## src/rtl/time_of_day_counter.sv

```systemverilog
// BCD hh:mm:ss time-of-day counter driven by an asynchronous divided clock.
// The tick is synchronised, edge-detected and prescaled, then cascaded through seconds, minutes and hours.
module time_of_day_counter #(
  parameter logic [27:0] TICKS_PER_SEC = 28'd1,
  parameter int          SYNC_STAGES   = 2
) (
  input  logic       clock_in,
  input  logic       reset,
  input  logic       tick_in,
  input  logic       start,
  input  logic       stop,
  input  logic       set_valid,
  output logic       set_ready,
  input  logic [7:0] set_hours,
  input  logic [7:0] set_minutes,
  input  logic [7:0] set_seconds,
  output logic       set_error,
  output logic       running,
  output logic [7:0] hours,
  output logic [7:0] minutes,
  output logic [7:0] seconds,
  output logic       sec_pulse,
  output logic       min_pulse,
  output logic       hour_pulse,
  output logic       day_pulse
);

  localparam logic [0:0] ST_STOP = 1'b0;
  localparam logic [0:0] ST_RUN  = 1'b1;

  logic [SYNC_STAGES-1:0] sync_q;
  logic                   sync_prev_q;
  logic                   tick_evt;

  logic [0:0]  state_q, state_d;
  logic [27:0] presc_q, presc_d;
  logic [7:0]  hours_q, hours_d;
  logic [7:0]  minutes_q, minutes_d;
  logic [7:0]  seconds_q, seconds_d;
  logic        sec_pulse_q, sec_pulse_d;
  logic        min_pulse_q, min_pulse_d;
  logic        hour_pulse_q, hour_pulse_d;
  logic        day_pulse_q, day_pulse_d;
  logic        set_error_q, set_error_d;

  logic load_fire, load_ok, sec_inc;
  logic sec_wrap, min_wrap, hour_wrap;

  function automatic logic [7:0] bcd_inc(input logic [7:0] v);
    if (v[3:0] == 4'd9) return {v[7:4] + 4'd1, 4'd0};
    return {v[7:4], v[3:0] + 4'd1};
  endfunction

  function automatic logic bcd_ok(input logic [7:0] v, input logic [7:0] max_v);
    return (v[7:4] <= 4'd9) && (v[3:0] <= 4'd9) && (v <= max_v);
  endfunction

  always_ff @(posedge clock_in or posedge reset) begin
    if (reset) begin
      sync_q      <= '0;
      sync_prev_q <= 1'b0;
    end else begin
      sync_q      <= {sync_q[SYNC_STAGES-2:0], tick_in};
      sync_prev_q <= sync_q[SYNC_STAGES-1];
    end
  end

  assign tick_evt = sync_q[SYNC_STAGES-1] & ~sync_prev_q;

  // Loads are only offered while stopped, and never while reset is held.
  assign set_ready = (state_q == ST_STOP) & ~reset;
  assign load_fire = set_valid & set_ready;
  assign load_ok   = bcd_ok(set_hours, 8'h23) & bcd_ok(set_minutes, 8'h59) &
                     bcd_ok(set_seconds, 8'h59);

  assign sec_inc   = (state_q == ST_RUN) & tick_evt & (presc_q == TICKS_PER_SEC - 28'd1);
  assign sec_wrap  = (seconds_q == 8'h59);
  assign min_wrap  = (minutes_q == 8'h59);
  assign hour_wrap = (hours_q == 8'h23);

  always_comb begin
    state_d      = state_q;
    presc_d      = presc_q;
    hours_d      = hours_q;
    minutes_d    = minutes_q;
    seconds_d    = seconds_q;
    sec_pulse_d  = 1'b0;
    min_pulse_d  = 1'b0;
    hour_pulse_d = 1'b0;
    day_pulse_d  = 1'b0;
    set_error_d  = 1'b0;

    if ((state_q == ST_RUN) && tick_evt) presc_d = sec_inc ? 28'd0 : presc_q + 28'd1;

    if (sec_inc) begin
      sec_pulse_d = 1'b1;
      seconds_d   = sec_wrap ? 8'h00 : bcd_inc(seconds_q);
      if (sec_wrap) begin
        min_pulse_d = 1'b1;
        minutes_d   = min_wrap ? 8'h00 : bcd_inc(minutes_q);
        if (min_wrap) begin
          hour_pulse_d = 1'b1;
          hours_d      = hour_wrap ? 8'h00 : bcd_inc(hours_q);
          day_pulse_d  = hour_wrap;
        end
      end
    end

    // An out-of-range load is still consumed; it just flags an error.
    if (load_fire) begin
      if (load_ok) begin
        hours_d   = set_hours;
        minutes_d = set_minutes;
        seconds_d = set_seconds;
        presc_d   = 28'd0;
      end else begin
        set_error_d = 1'b1;
      end
    end

    if (stop) begin
      state_d = ST_STOP;
    end else if (start && (state_q == ST_STOP)) begin
      state_d = ST_RUN;
      presc_d = 28'd0;
    end
  end

  always_ff @(posedge clock_in or posedge reset) begin
    if (reset) begin
      state_q      <= ST_STOP;
      presc_q      <= 28'd0;
      hours_q      <= 8'h00;
      minutes_q    <= 8'h00;
      seconds_q    <= 8'h00;
      sec_pulse_q  <= 1'b0;
      min_pulse_q  <= 1'b0;
      hour_pulse_q <= 1'b0;
      day_pulse_q  <= 1'b0;
      set_error_q  <= 1'b0;
    end else begin
      state_q      <= state_d;
      presc_q      <= presc_d;
      hours_q      <= hours_d;
      minutes_q    <= minutes_d;
      seconds_q    <= seconds_d;
      sec_pulse_q  <= sec_pulse_d;
      min_pulse_q  <= min_pulse_d;
      hour_pulse_q <= hour_pulse_d;
      day_pulse_q  <= day_pulse_d;
      set_error_q  <= set_error_d;
    end
  end

  assign running    = (state_q == ST_RUN);
  assign hours      = hours_q;
  assign minutes    = minutes_q;
  assign seconds    = seconds_q;
  assign sec_pulse  = sec_pulse_q;
  assign min_pulse  = min_pulse_q;
  assign hour_pulse = hour_pulse_q;
  assign day_pulse  = day_pulse_q;
  assign set_error  = set_error_q;

endmodule

```

## config.mk

```make
export PLATFORM = sky130hd
export DESIGN_NAME = time_of_day_counter
export DESIGN_NICKNAME = d
export VERILOG_FILES = /design/src/rtl/time_of_day_counter.sv
export SDC_FILE = /design/constraint.sdc
export NUM_CORES = 1
export LEC_CHECK = 0
export CAP_MARGIN = 20
export CORE_UTILIZATION = 35
export CTS_BUF_LIST = sky130_fd_sc_hd__clkbuf_2 sky130_fd_sc_hd__clkbuf_4 sky130_fd_sc_hd__clkbuf_8
export DETAILED_ROUTE_END_ITERATION = 6
export PLACE_DENSITY_LB_ADDON = 0.2
export SLEW_MARGIN = 30
export SYNTH_ARGS = -nofsm -noshare
export SYNTH_HDL_FRONTEND = slang
export SYNTH_SLANG_ARGS = --single-unit
```

## constraint.sdc

```tcl
create_clock -name clock_in -period 3.47 [get_ports clock_in]
set_clock_uncertainty 0.2 [all_clocks]
set_input_delay 0.694 -clock clock_in [delete_from_list [all_inputs] [get_ports clock_in]]
set_output_delay 0.694 -clock clock_in [all_outputs]
set_load 0.005 [all_outputs]
```

# Word-level counts from Yosys, hierarchy flattened
# Index checks and enable logic that the tools add are counted.
[totals]
regBits = 61
latch_bits = 0
ramBits = 0
rom_bits = 0
output_inout_bits = 31
wordCells = 103
mem_count = 0
[classes]
n_addsub = 7
n_mul = 0
div = 0
order_cmp = 9
eq_ne = 6
n_shift = 0
muxes = 49
bitwise_logic = 10
reduce_logical = 10
[ops]
columns = ["operator", "count"]
rows = [
  ["$mux W28", 6],
  ["$mux W8", 21],
  ["$add A28 B1 Y28 const B", 1],
  ["$logic_not A28 Y1", 1],
  ["$add A4 B1 Y4 const B", 6],
  ["$le A4 B4 Y1 const B", 6],
  ["$mux W1", 22],
  ["$eq A8 B7 Y1 const B", 2],
  ["$le A8 B7 Y1 const B", 2],
  ["$eq A4 B4 Y1 const B", 3],
  ["$eq A8 B6 Y1 const B", 1],
  ["$le A8 B6 Y1 const B", 1],
  ["$logic_and A1 B1 Y1", 8],
  ["$and A1 B1 Y1", 7],
  ["$not A1 Y1", 3],
  ["$reduce_bool A2 Y1", 1],
]

# Logic depth before layout (Yosys ltp)
[depth]
depth_word = 12
depth_mapped = 10
mapped_depth_nobuf = 8

# Least setup slack after synthesis
# No wires, ideal clock.
[synth_timing]
path_type = "in2reg"
start = "in set_hours[4]"
end = "reg minutes_q[5] (netlist: minutes[5])"
arrival_ns = 2.171
required_ns = 3.151
path_slack_ns = 0.980
path_stages = 6
path_buffers = 2
path_cell_list = "o31ai_1 -> nand3_1 -> or4_1 -> clkbuf_1 -> clkbuf_1 -> o21a_1"
[synth_between]
elab_chain_cells = 7
word_cells_on_any_way = 8
cone_classes = "order compare: 2; mux: 2; bitwise: 2; reduce/logical: 2"
[synth_lines]
columns = ["element", "line_no", "rtl"]
rows = [
  ["start, declared", "14", "input logic [7:0] set_hours,"],
  ["branches (longest 2 deep; another with $le A8 B6 Y1)", "--", ""],
  ["$logic_and A1 B1 Y1 *", "55", "return (v[7:4] <= 4'd9) && (v[3:0] <= 4'd9) && (v <= max_v);"],
  ["$and A1 B1 Y1 * (2 in a row)", "73", "assign load_ok = bcd_ok(set_hours, 8'h23) & bcd_ok(set_minutes, 8'h59) &"],
  ["$mux W8 *", "111", "if (load_ok) begin"],
  ["$mux W8 *", "110", "if (load_fire) begin"],
  ["named net minutes_d[5]", "38", "logic [7:0] minutes_q, minutes_d;"],
  ["end signal, assigned", "145", "minutes_q <= minutes_d;"],
  ["end, declared", "38", ""],
]
# Mark *: on every way through the listed nets, which the timed path passes.
# A chain may end at the register's enable or synchronous reset.

# Worst setup path in the final report
[layout_timing]
start = "in set_hours[3]"
end = "reg minutes_q[5] (netlist: minutes[5])"
# Same word-level chain as after synthesis.

==> results.txt <==
The run finished with clean final reports. The endpoint arrival time on the critical path is 2.84 ns. The critical path class is input pin to register. Relative to the synthesized area, the layout overhead comes to 27.5%. Sequential elements use a little over two fifths of the synthesized area. The area of the core region came out at about 0.0094 mm2. In the routed design, unresolved DRC markers number 0. The clock share of power came out at a little under a third.

The worst hold path terminates at sync_q[1]$_DFF_PP0_. Across the VDD grid, the largest voltage drop is 0.239 mV. The internal portion of the total power is 0.00122 W.

TritonCTS built the clock tree. The number of nets in the layout came out at 492. The congestion estimate from routability-driven global placement came to 0.805. The combined global-route utilization of all metal layers is between 15 and 20%.

The vias per cell is roughly 5.3. The worst hold path passes through 0 cells. The detailed router placed between 3,000 and 4,000 vias in this run.

The total of buffers placed on input and output ports is 60. The number of gates resized after CTS is 0. The tightest min-delay check is of the register to register type.

The count of routing violations after the opening detailed-route iteration came out at 141. The accumulated negative setup slack came out at 0 ns. The number of clock buffers added by TritonCTS is 9. The clock insertion delay at the later pin of the skew report is around 0.34 ns.

The final HPWL from detailed placement is 6330 um. The slew at the pin with the worst max-slew slack came out at between 0.5 and 0.6 ns. The total overflow left after global routing is 0. After synthesis, the mean cell area works out to 9.16 um2. The leakage dissipation is between 1.5 and 2 nW. Setup repair after global routing left no endpoint under its margin.

Net switching is 29.3% of the power. The number of hold buffers added after cts is 0. The clock tree root driver cell is sky130_fd_sc_hd__clkbuf_8. CTS saw 61 sinks. The worst setup path is captured at a register. The y dimension of the die came out at slightly above 100 um. The via count of the first global-routing pass came out at approximately 2,900. Prior to clock tree synthesis, the placed netlist has a worst setup slack of between 0.3 and 0.4 ns. In the final routed layout, each cell accounts on average for between 10 and 15 um. The worst register-to-register path begins at presc_q[18]$_DFF_PP0_. The remaining number of nets flagged by the antenna check after routing is 0.

The post-route worst setup slack is between 0.7 and 0.8 ns. The worst hold path begins at sync_q[0]$_DFF_PP0_. The site row count is 35. The worst setup path is launched from an input pin. The number of antenna violations at the first check in global routing is 0.

The number of nets in the synthesized netlist is approximately 420. The maximum number of pins on one net before global-route repair came out at 29. The clock passes through at most 2 buffers. Of the total power, registers draw about half. The width of the die came out at ~100 um. In this run, synthesis inferred 0 flip-flops with an integrated enable.

The combinational share of power is between 15 and 20%. For this run, asynchronously set or reset flops after synthesis account for 100%. The headroom to the max-slew limit is roughly three fifths. The top cell type by total area after synthesis is sky130_fd_sc_hd__dfrtp_1. Dividing total power by cell area gives a power density of 390 mW/mm2. The maximum fanout along the worst path came out at 28.

Setup violations remaining at the end of the flow were counted as 0. The share of the clock period used by the worst path after layout came out at between 70 and 80%. The share of post-route cells with drive strength above 1 is 9.07%.

Yosys mapped the design onto 48 distinct sky130hd cell types. The final hold violation count came out at 0. The number of post-CTS setup repair buffers is 0.

The clock input transition at the sequential cells of the worst setup and hold paths is 0.07 ns. The sum of routed wire length over all layers is roughly 8600 um. The worst register-to-register path has a depth of 6.

The post-synthesis instance area is around 0.0035 mm2. Synthesis produced a netlist whose cell count is 379. The setup slack of the worst register-to-register path came out at between 0.7 and 0.8 ns. The worst register-to-register path ends at hours[3]$_DFF_PP0_. The net switching power is 0.000505 W. The area of the die is approximately 0.010 mm2. The number of synthesized register bits is between 60 and 70. At the worst endpoint, the required time is between 3 and 4 ns. In this run the number of H-tree levels came out at 3. The tool flagged a number of max-cap violations equal to 0. Ranked by total cell area, the synthesized netlist is headed by sky130_fd_sc_hd__dfrtp_1 (44%), sky130_fd_sc_hd__nor2_1 (7.2%), sky130_fd_sc_hd__ha_1 (5.0%). The first global-routing pass estimated 14,400 um of wire. The share of the synthesized area in the top cell type is between 40% and 50%.

The final-report max-slew violation count is 0. The Yosys step of the flow raised 0 warnings. The top-level port count is 61.

0 antenna diodes ended up in the layout. The maximum operating frequency came out at 363 MHz. For this run, the leading register cell type out of synthesis is sky130_fd_sc_hd__dfrtp_1. Once the floorplan was initialized, standard cells occupied 36.9% of the core. The post-route minimum period came out at between 2 and 3 ns.

The detailed-router iteration count before antenna repair is 4.
worst max path at each step:
stage	from	to	slack, ns	cells after the start
2_1_floorplan	set_hours[4]	minutes[5]$_DFF_PP0_	0.98	6
3_3_place_gp	set_hours[3]	minutes[5]$_DFF_PP0_	0.42	7
3_5_place_dp	set_hours[3]	presc_q[11]$_DFF_PP0_	0.37	7
4_1_cts	presc_q[18]$_DFF_PP0_	hours[3]$_DFF_PP0_	0.71	6
5_1_grt	set_hours[3]	presc_q[16]$_DFF_PP0_	0.57	7
6_report	set_hours[3]	minutes[5]$_DFF_PP0_	0.72	7
cell usage in the layout (no fill, tap or decap), types with 12 or more instances in the layout:
cell type                         instances
sky130_fd_sc_hd__ha_1                    14
sky130_fd_sc_hd__buf_4                   12
sky130_fd_sc_hd__xnor2_1                 14
sky130_fd_sc_hd__nand2_1                 25
sky130_fd_sc_hd__clkdlybuf4s50_1         60
sky130_fd_sc_hd__nand3_1                 18
sky130_fd_sc_hd__nor2_1                  67
sky130_fd_sc_hd__xor2_1                  13
sky130_fd_sc_hd__nor4_1                  12
sky130_fd_sc_hd__dfrtp_1                 61
sky130_fd_sc_hd__a21oi_1                 15
sky130_fd_sc_hd__inv_1                   15
Yosys cell counts (5+ instances only):
master                     instances
sky130_fd_sc_hd__nor2_1           67
sky130_fd_sc_hd__dfrtp_1          61
sky130_fd_sc_hd__nand2_1          25
sky130_fd_sc_hd__nand3_1          18
sky130_fd_sc_hd__inv_1            16
sky130_fd_sc_hd__a21oi_1          15
sky130_fd_sc_hd__ha_1             14
sky130_fd_sc_hd__xnor2_1          14
sky130_fd_sc_hd__xor2_1           13
sky130_fd_sc_hd__nor4_1           12
sky130_fd_sc_hd__nor3_1           11
sky130_fd_sc_hd__o21ai_0          11
sky130_fd_sc_hd__clkbuf_1          9
sky130_fd_sc_hd__nand4_1           9
sky130_fd_sc_hd__a31oi_1           6
sky130_fd_sc_hd__nand3b_1          6
sky130_fd_sc_hd__o31ai_1           6
sky130_fd_sc_hd__buf_2             5
cell families after synthesis:
kind of cell	after synthesis	synth area share, %
xor gates and xnor gates	27	6.81
buffers and inverters	30	3.42
adders and majority gates	14	5.05
DFF	61	44.0
muxes	4	1.15
AOI/OAI and AO/OA	56	10.6
and+or+nand+nor	187	29.0
per-stage QoR:
step / instance area [um2] / hold slack [ns] / total power [W] / instances / util [%]
global placement: 4270 / 0.137 / 0.00119 / 566 / 45.3
CTS: 4430 / 0.154 / 0.00174 / 581 / 47.0
finish: 4430 / 0.155 / 0.00173 / 581 / 47.0
floorplan: 3470 / 0.131 / 0.00100 / 379 / -
global route: 4430 / 0.171 / 0.00182 / 581 / 47.0
detailed placement: 4270 / 0.138 / 0.00120 / 566 / 45.3
critical path: stages:
cell and delay, ns:
sky130_fd_sc_hd__clkdlybuf4s50_1 0.48, sky130_fd_sc_hd__o31ai_1 0.35, sky130_fd_sc_hd__nand3_1 0.21, sky130_fd_sc_hd__or4_1 0.53
sky130_fd_sc_hd__buf_4 0.25, sky130_fd_sc_hd__o311ai_0 0.15, sky130_fd_sc_hd__o21a_1 0.18
state kept, by name (all words and copies together) (netlist names):
register	cells
day_pulse	1
hour_pulse	1
hours	8
min_pulse	1
minutes	8
presc_q	28
running	1
sec_pulse	1
seconds	8
set_error	1
sync_prev_q	1
sync_q	2
area by class of cell:
class,count,area [um2]
flip-flops and latches,61,1530
repair buffers,72,691
inverters,16,60.1
well taps,129,161
multi-input cells,288,1830
clock buffers,10,131
clock inverters,5,28.8
fillers,917,4990
per-layer routing:
metal / track usage (%) / up-vias / part of all wire, %
met3: 3.04 / 13 / 4.2
met4: 6.47 / 0 / 1.1
met5: 0 / - / 0
met2: 26.7 / 80 / 45
met1: 26.1 / 1505 / 50
li1: - / 1500 / -
power groups by stage:
stage	sequential [W]	clock [W]	combinational, W
global route	0.000853	0.000578	0.000386
detailed placement	0.000853	0	0.000343
floorplan	0.000838	0	0.000162
finish	0.000843	0.000540	0.000342
CTS	0.000842	0.000549	0.000346
global placement	0.000855	0	0.000337
Note: power is estimated with default switching activity, not from simulation.
